**config.mk**
```make
export PLATFORM = sky130hd
export DESIGN_NAME = fetch_unit_flat
export DESIGN_NICKNAME = d
export VERILOG_FILES = /design/src/rtl/fetch_if.sv /design/src/rtl/fetch_unit.sv /design/src/flat_wrapper.sv
export SDC_FILE = /design/constraint.sdc
export NUM_CORES = 1
export LEC_CHECK = 0
export BUFFER_PORTS_ARGS = -buffer_cell sky130_fd_sc_hd__buf_2
export CAP_MARGIN = 30
export CORE_MARGIN = 2
export CORE_UTILIZATION = 40
export CTS_BUF_LIST = sky130_fd_sc_hd__clkbuf_8
export DETAILED_ROUTE_END_ITERATION = 7
export HOLD_SLACK_MARGIN = 0.15
export PLACE_DENSITY = 0.63
export SKIP_CTS_REPAIR_TIMING = 1
export SYNTH_ARGS = -nofsm -noshare
export SYNTH_HDL_FRONTEND = slang
export SYNTH_SLANG_ARGS = --single-unit
```
**constraint.sdc**
```tcl
create_clock -name clk -period 8.33 [get_ports clk]
set_input_delay 0.4165 -clock clk [delete_from_list [all_inputs] [get_ports clk]]
set_output_delay 0.4165 -clock clk [all_outputs]
set_load 0.05 [all_outputs]
```
**src/rtl/fetch_if.sv**
```systemverilog
// fetch_if: instruction-memory request and instruction-issue signals between the fetch stage and its neighbours.
interface fetch_if;
  logic        imem_req;
  logic [31:0] imem_addr;
  logic        imem_ready;
  logic [31:0] imem_rdata;
  logic        instr_valid;
  logic        instr_ready;
  logic [31:0] instr;
  logic [5:0]  opcode;
  logic [5:0]  funct;
  logic [31:0] pc_plus4;
  logic        PcSrc;
  logic        Jump;
  logic [31:0] branch_target;
  logic [31:0] jump_target;
  modport master (
    output imem_req, imem_addr, instr_valid, instr, opcode, funct, pc_plus4,
    input  imem_ready, imem_rdata, instr_ready, PcSrc, Jump, branch_target, jump_target
  );
  modport slave (
    input  imem_req, imem_addr, instr_valid, instr, opcode, funct, pc_plus4,
    output imem_ready, imem_rdata, instr_ready, PcSrc, Jump, branch_target, jump_target
  );
endinterface

```
**src/rtl/fetch_unit.sv**
```systemverilog
// fetch_unit: PC owner, prefetch FIFO and redirect handling for the decode stage.
// Define FETCH_BYPASS_EN to forward a word fetched into an empty FIFO straight to the head.
module fetch_unit #(
  parameter int          DEPTH    = 4,
  parameter logic [31:0] RESET_PC = 32'h0000_0000
) (
  input  logic     clk,
  input  logic     reset,
  fetch_if.master  bus
);
  localparam int AW = $clog2(DEPTH);
  localparam int CW = AW + 1;
  typedef enum logic {FETCH, FLUSH} state_e;
  state_e          state_q, state_d;
  logic [31:0]     pc_q, pc_d;
  logic [CW-1:0]   cnt_q, cnt_d;
  logic [AW-1:0]   rd_q, rd_d, wr_q, wr_d;
  logic [31:0]     word_q [DEPTH];
  logic [31:0]     addr_q [DEPTH];
  logic            empty, push, pop, byp, redirect, wr_en, rd_en;
  logic [31:0]     head_word, head_addr, target;
  always_comb begin
    empty         = cnt_q == '0;
    bus.imem_req  = state_q == FETCH && cnt_q != CW'(DEPTH);
    bus.imem_addr = pc_q;
    push          = bus.imem_req && bus.imem_ready;
`ifdef FETCH_BYPASS_EN
    byp           = push && empty;
`else
    byp           = 1'b0;
`endif
    bus.instr_valid = !empty || byp;
    head_word     = byp ? bus.imem_rdata : empty ? '0 : word_q[rd_q];
    head_addr     = byp ? pc_q : empty ? '0 : addr_q[rd_q];
    bus.instr     = head_word;
    bus.opcode    = head_word[31:26];
    bus.funct     = head_word[5:0];
    bus.pc_plus4  = bus.instr_valid ? head_addr + 32'd4 : '0;
    pop           = bus.instr_valid && bus.instr_ready;
    redirect      = pop && (bus.Jump || bus.PcSrc);
    target        = (bus.Jump ? bus.jump_target : bus.branch_target) & ~32'd3;
    // a bypassed word that is consumed at once never touches the storage
    wr_en         = push && !redirect && !(byp && pop);
    rd_en         = pop && !byp;
    cnt_d         = redirect ? '0 : cnt_q + CW'(wr_en) - CW'(rd_en);
    wr_d          = redirect ? '0 : wr_q + AW'(wr_en);
    rd_d          = redirect ? '0 : rd_q + AW'(rd_en);
    pc_d          = redirect ? target : push ? pc_q + 32'd4 : pc_q;
    state_d       = redirect ? FLUSH : FETCH;
  end
  always_ff @(posedge clk) begin
    if (reset) begin
      state_q <= FETCH;
      pc_q    <= RESET_PC;
      cnt_q   <= '0;
      rd_q    <= '0;
      wr_q    <= '0;
    end else begin
      state_q <= state_d;
      pc_q    <= pc_d;
      cnt_q   <= cnt_d;
      rd_q    <= rd_d;
      wr_q    <= wr_d;
    end
  end
  always_ff @(posedge clk) begin
    if (wr_en && !reset) begin
      word_q[wr_q] <= bus.imem_rdata;
      addr_q[wr_q] <= pc_q;
    end
  end
endmodule

```
**src/flat_wrapper.sv**
```systemverilog
// flat-port wrapper written by rule: the top's interface ports become plain ports
module fetch_unit_flat 
#(
  parameter int          DEPTH    = 4,
  parameter logic [31:0] RESET_PC = 32'h0000_0000
)
  (clk, reset, bus_imem_req, bus_imem_addr, bus_instr_valid, bus_instr, bus_opcode, bus_funct, bus_pc_plus4, bus_imem_ready, bus_imem_rdata, bus_instr_ready, bus_PcSrc, bus_Jump, bus_branch_target, bus_jump_target);
  fetch_if bus_i ();
  input  logic clk;
  input  logic reset;
  output wire logic [$bits(bus_i.imem_req)-1:0] bus_imem_req;
  output wire logic [$bits(bus_i.imem_addr)-1:0] bus_imem_addr;
  output wire logic [$bits(bus_i.instr_valid)-1:0] bus_instr_valid;
  output wire logic [$bits(bus_i.instr)-1:0] bus_instr;
  output wire logic [$bits(bus_i.opcode)-1:0] bus_opcode;
  output wire logic [$bits(bus_i.funct)-1:0] bus_funct;
  output wire logic [$bits(bus_i.pc_plus4)-1:0] bus_pc_plus4;
  input wire logic [$bits(bus_i.imem_ready)-1:0] bus_imem_ready;
  input wire logic [$bits(bus_i.imem_rdata)-1:0] bus_imem_rdata;
  input wire logic [$bits(bus_i.instr_ready)-1:0] bus_instr_ready;
  input wire logic [$bits(bus_i.PcSrc)-1:0] bus_PcSrc;
  input wire logic [$bits(bus_i.Jump)-1:0] bus_Jump;
  input wire logic [$bits(bus_i.branch_target)-1:0] bus_branch_target;
  input wire logic [$bits(bus_i.jump_target)-1:0] bus_jump_target;
  assign bus_imem_req = bus_i.imem_req;
  assign bus_imem_addr = bus_i.imem_addr;
  assign bus_instr_valid = bus_i.instr_valid;
  assign bus_instr = bus_i.instr;
  assign bus_opcode = bus_i.opcode;
  assign bus_funct = bus_i.funct;
  assign bus_pc_plus4 = bus_i.pc_plus4;
  assign bus_i.imem_ready = bus_imem_ready;
  assign bus_i.imem_rdata = bus_imem_rdata;
  assign bus_i.instr_ready = bus_instr_ready;
  assign bus_i.PcSrc = bus_PcSrc;
  assign bus_i.Jump = bus_Jump;
  assign bus_i.branch_target = bus_branch_target;
  assign bus_i.jump_target = bus_jump_target;
  fetch_unit #(.DEPTH(DEPTH), .RESET_PC(RESET_PC)) u_core (.clk(clk), .reset(reset), .bus(bus_i));
endmodule
```
==> metrics.txt <==
IO buf count around 200; total CTS buffers 48; warnings from Yosys 0; DR iter-0 viols just over 300; dpl cell area around 14000 µm²; Hold Path End u_core.bus.imem_addr[21]$_SDFFE_PP0P_; IO Count 212; Critical Path AT ~4.4 ns; Starting Density between 40 and 50%; crit path time final about 4.8 ns; Sw Ratio 40.2%; Placement Setup Slack slightly above 4 ns; Layout area overhead 21.8%; DRT Pass-1 Iters 4; combinational power share about two fifths; Pint 3.11 mW; multi-input logic area between 3000 and 4000 µm²; max_cap viols 0; vias in the first global route slightly below 8000; Gate Count Post-Synth 793; Worst R2R Setup Slack between 4 and 5 ns; VDD IR max around 0.16 mV; WL final between 20 and 30 mm; Clk network pwr share 24.6%; gr ovfl total 0; Detailed Place HPWL between 15 and 20 mm; crit share post-route between 50 and 60%; htree depth 2; status finished clean; asr flop ratio synth 0%; die area about 33000 µm²; post-synth top area share ~60%; GRT Total Usage approximately 16%; top-count cell post-synth edfxtp_1; CTS tree built; initial antenna violation count 0; Design Power between 5 and 6 mW; Slowest-stage cell, CP or4b_4; fillers ~2700; Netlist Area Pre-Place about 13000 µm²; Setup crit end kind output port; skew final about 0.015 ns; Slew Viols, Final 0; power share of the sequential group between 30 and 40%; per-cell routed wire length 18.2 µm; Post-synth EDFFs 248; ANT nets after route 0; CP bufs+invs 2; # rows 64; FF/Latch Area about 8200 µm²; synth top area cells edfxtp_1 (59%), mux4_2 (10%), dfxtp_1 (6.1%), a211oi_1 (2.6%), xnor2_1 (2.2%); final hold vios 0; core area about 31000 µm²; post-synth cell types 61; dpl cells roughly 1300; CTS sink cnt between 200 and 300; Worst path top cell family by delay simple AND/OR/NAND/NOR gates; startpoint of the worst hold path bus_branch_target[21]; Chip Height approximately 180 µm; DRC errors left 0; final core occ roughly 50%; RSZ-0062 raised after global routing no; Max Root-Sink Buffers 3; LEAKAGE ~5.4 nW; r2r endpoint u_core.word_q[1][21]$_DFFE_PP_; hold slack about 0.17 ns; clock latency on the worst-skew pair ~0.55 ns; Final Cell Area approximately 15000 µm²; critical path's largest stage delay between 0.5 and 0.6 ns; Final Non-Filler Cells roughly 1500; sequential share of the synthesized area roughly 65%; Worst setup SP type flip-flop; RD Place Congestion a little under 0.8; final worst setup slack about 3.6 ns; diodes inserted 0; clock-pin slew on the worst setup and hold paths roughly 0.060 ns; net switching power between 2 and 2.5 mW; WS Path Type flip-flop to output port; pin count of the biggest net entering global routing 65; Setup TNS 0 ns; Max FO, Critical Path 24; Worst-Margin Slew about 0.97 ns; required time of the worst setup path a little under 8 ns; hold path depth 3; Max-slew headroom about a third; Root Driver clkbuf_8; first-pass GRT wire length between 40 and 50 mm; worst path cell trace buf_4 > mux4_1 > and2_1 > ha_1 > and4_4 > or4b_4 > or4_1 > a21oi_1 > buf_2; vias 7638; Synth Flop Type edfxtp_1; final setup violation count 0; Power Dens Cells 340 nW/µm²; Crit path depth 9; Hold/Removal Path Class input pin to flip-flop; R2R depth 8; share of cells above drive strength 1 around a third; die width between 150 and 200 µm; FF+latch count, synth between 200 and 300; Worst R2R Start u_core.cnt_q[2]$_SDFF_PP0_; Avg Synthesized Cell Area around 16 µm²; nets@finish approximately 1100; top cells by count, synth edfxtp_1 (248), mux4_2 (58), a211oi_1 (43), and2_1 (43), dfxtp_1 (38); cell taking the most area after synthesis edfxtp_1; FMAX about 210 MHz; vias per cell ~5.2
-- area by class of cell --
cell class / instances / share of cell area (%)
tap: 396 / 3.24
clock inverter: 37 / 1.96
timing repair buffer: 249 / 9.91
sequential: 286 / 53.8
clock buffer: 52 / 4.68
multi-input combinational: 437 / 26.1
inverter: 14 / 0.344
-- power groups by stage --
stage	Sequential [mW]	Clock (mW)	Combinational (mW)
after CTS	1.93	1.32	1.99
after floorplan	2.06	0	1.44
final	1.93	1.28	1.98
after detailed placement	1.96	0	1.98
after global placement	1.95	0	1.96
after global routing	1.96	1.38	2.12
-- cells in the final DEF (no fill, tap or decap), drive strengths merged, types with 15 or more instances in the layout --
| master | n |
|---|---|
| dlygate4sd3 | 32 |
| nand2 | 31 |
| clkbuf | 52 |
| buf | 217 |
| dfxtp | 38 |
| inv | 30 |
| xnor2 | 32 |
| nor2b | 24 |
| a211oi | 43 |
| edfxtp | 248 |
| nor2 | 34 |
| mux4 | 63 |
| clkinv | 15 |
| and2 | 43 |
-- sequential cells by signal (all words and copies together) (netlist names) --
register	flops
u_core.addr_q	120
u_core.wr_q	2
u_core.word_q	128
u_core.cnt_q	3
u_core.state_q	1
u_core.rd_q	2
u_core.bus.imem_addr	30
-- routing by layer --
layer	vias up	track usage [%]	wire length, µm
li1	3612	-	-
met1	3720	21.4	11900
met2	258	26.4	12700
met3	48	3.61	1520
met4	0	6.60	784
met5	-	0	0
-- cells by family (layout without fill, tap and decap cells) --
kind of cell    count (synthesis)  count (layout)  share of synthesized area (%)
buf+inv                        73             352                           3.06
simple gates                  222             222                           10.4
other cells                     1               4                         0.0299
compound gates                 88              88                           5.04
xor+xnor                       41              41                           2.86
mux                            75              75                           12.5
fa+ha+maj                       7               7                          0.758
flops                         286             286                           65.4
-- worst max path at each step --
stage / endpoint / startpoint
floorplan: u_core.addr_q[0][10]$_DFFE_PP_ / u_core.cnt_q[2]$_SDFF_PP0_
global placement: bus_pc_plus4[22] / u_core.rd_q[0]$_SDFF_PP0_
detailed placement: bus_pc_plus4[22] / u_core.rd_q[0]$_SDFF_PP0_
CTS: bus_pc_plus4[22] / u_core.rd_q[0]$_SDFF_PP0_
global route: bus_pc_plus4[22] / u_core.rd_q[0]$_SDFF_PP0_
finish: bus_pc_plus4[22] / u_core.rd_q[0]$_SDFF_PP0_
-- worst register-to-register path: stages (launching register included) --
cell and delay (ns):
dfxtp_1 0.34, nor3_2 0.20, buf_4 0.36, inv_1 0.35, o211ai_1 0.22, nand2_1 0.32, nor2_1 0.21, and3b_2 0.75
buf_4 0.61
No activity file was read; power rests on OpenSTA's default activity.
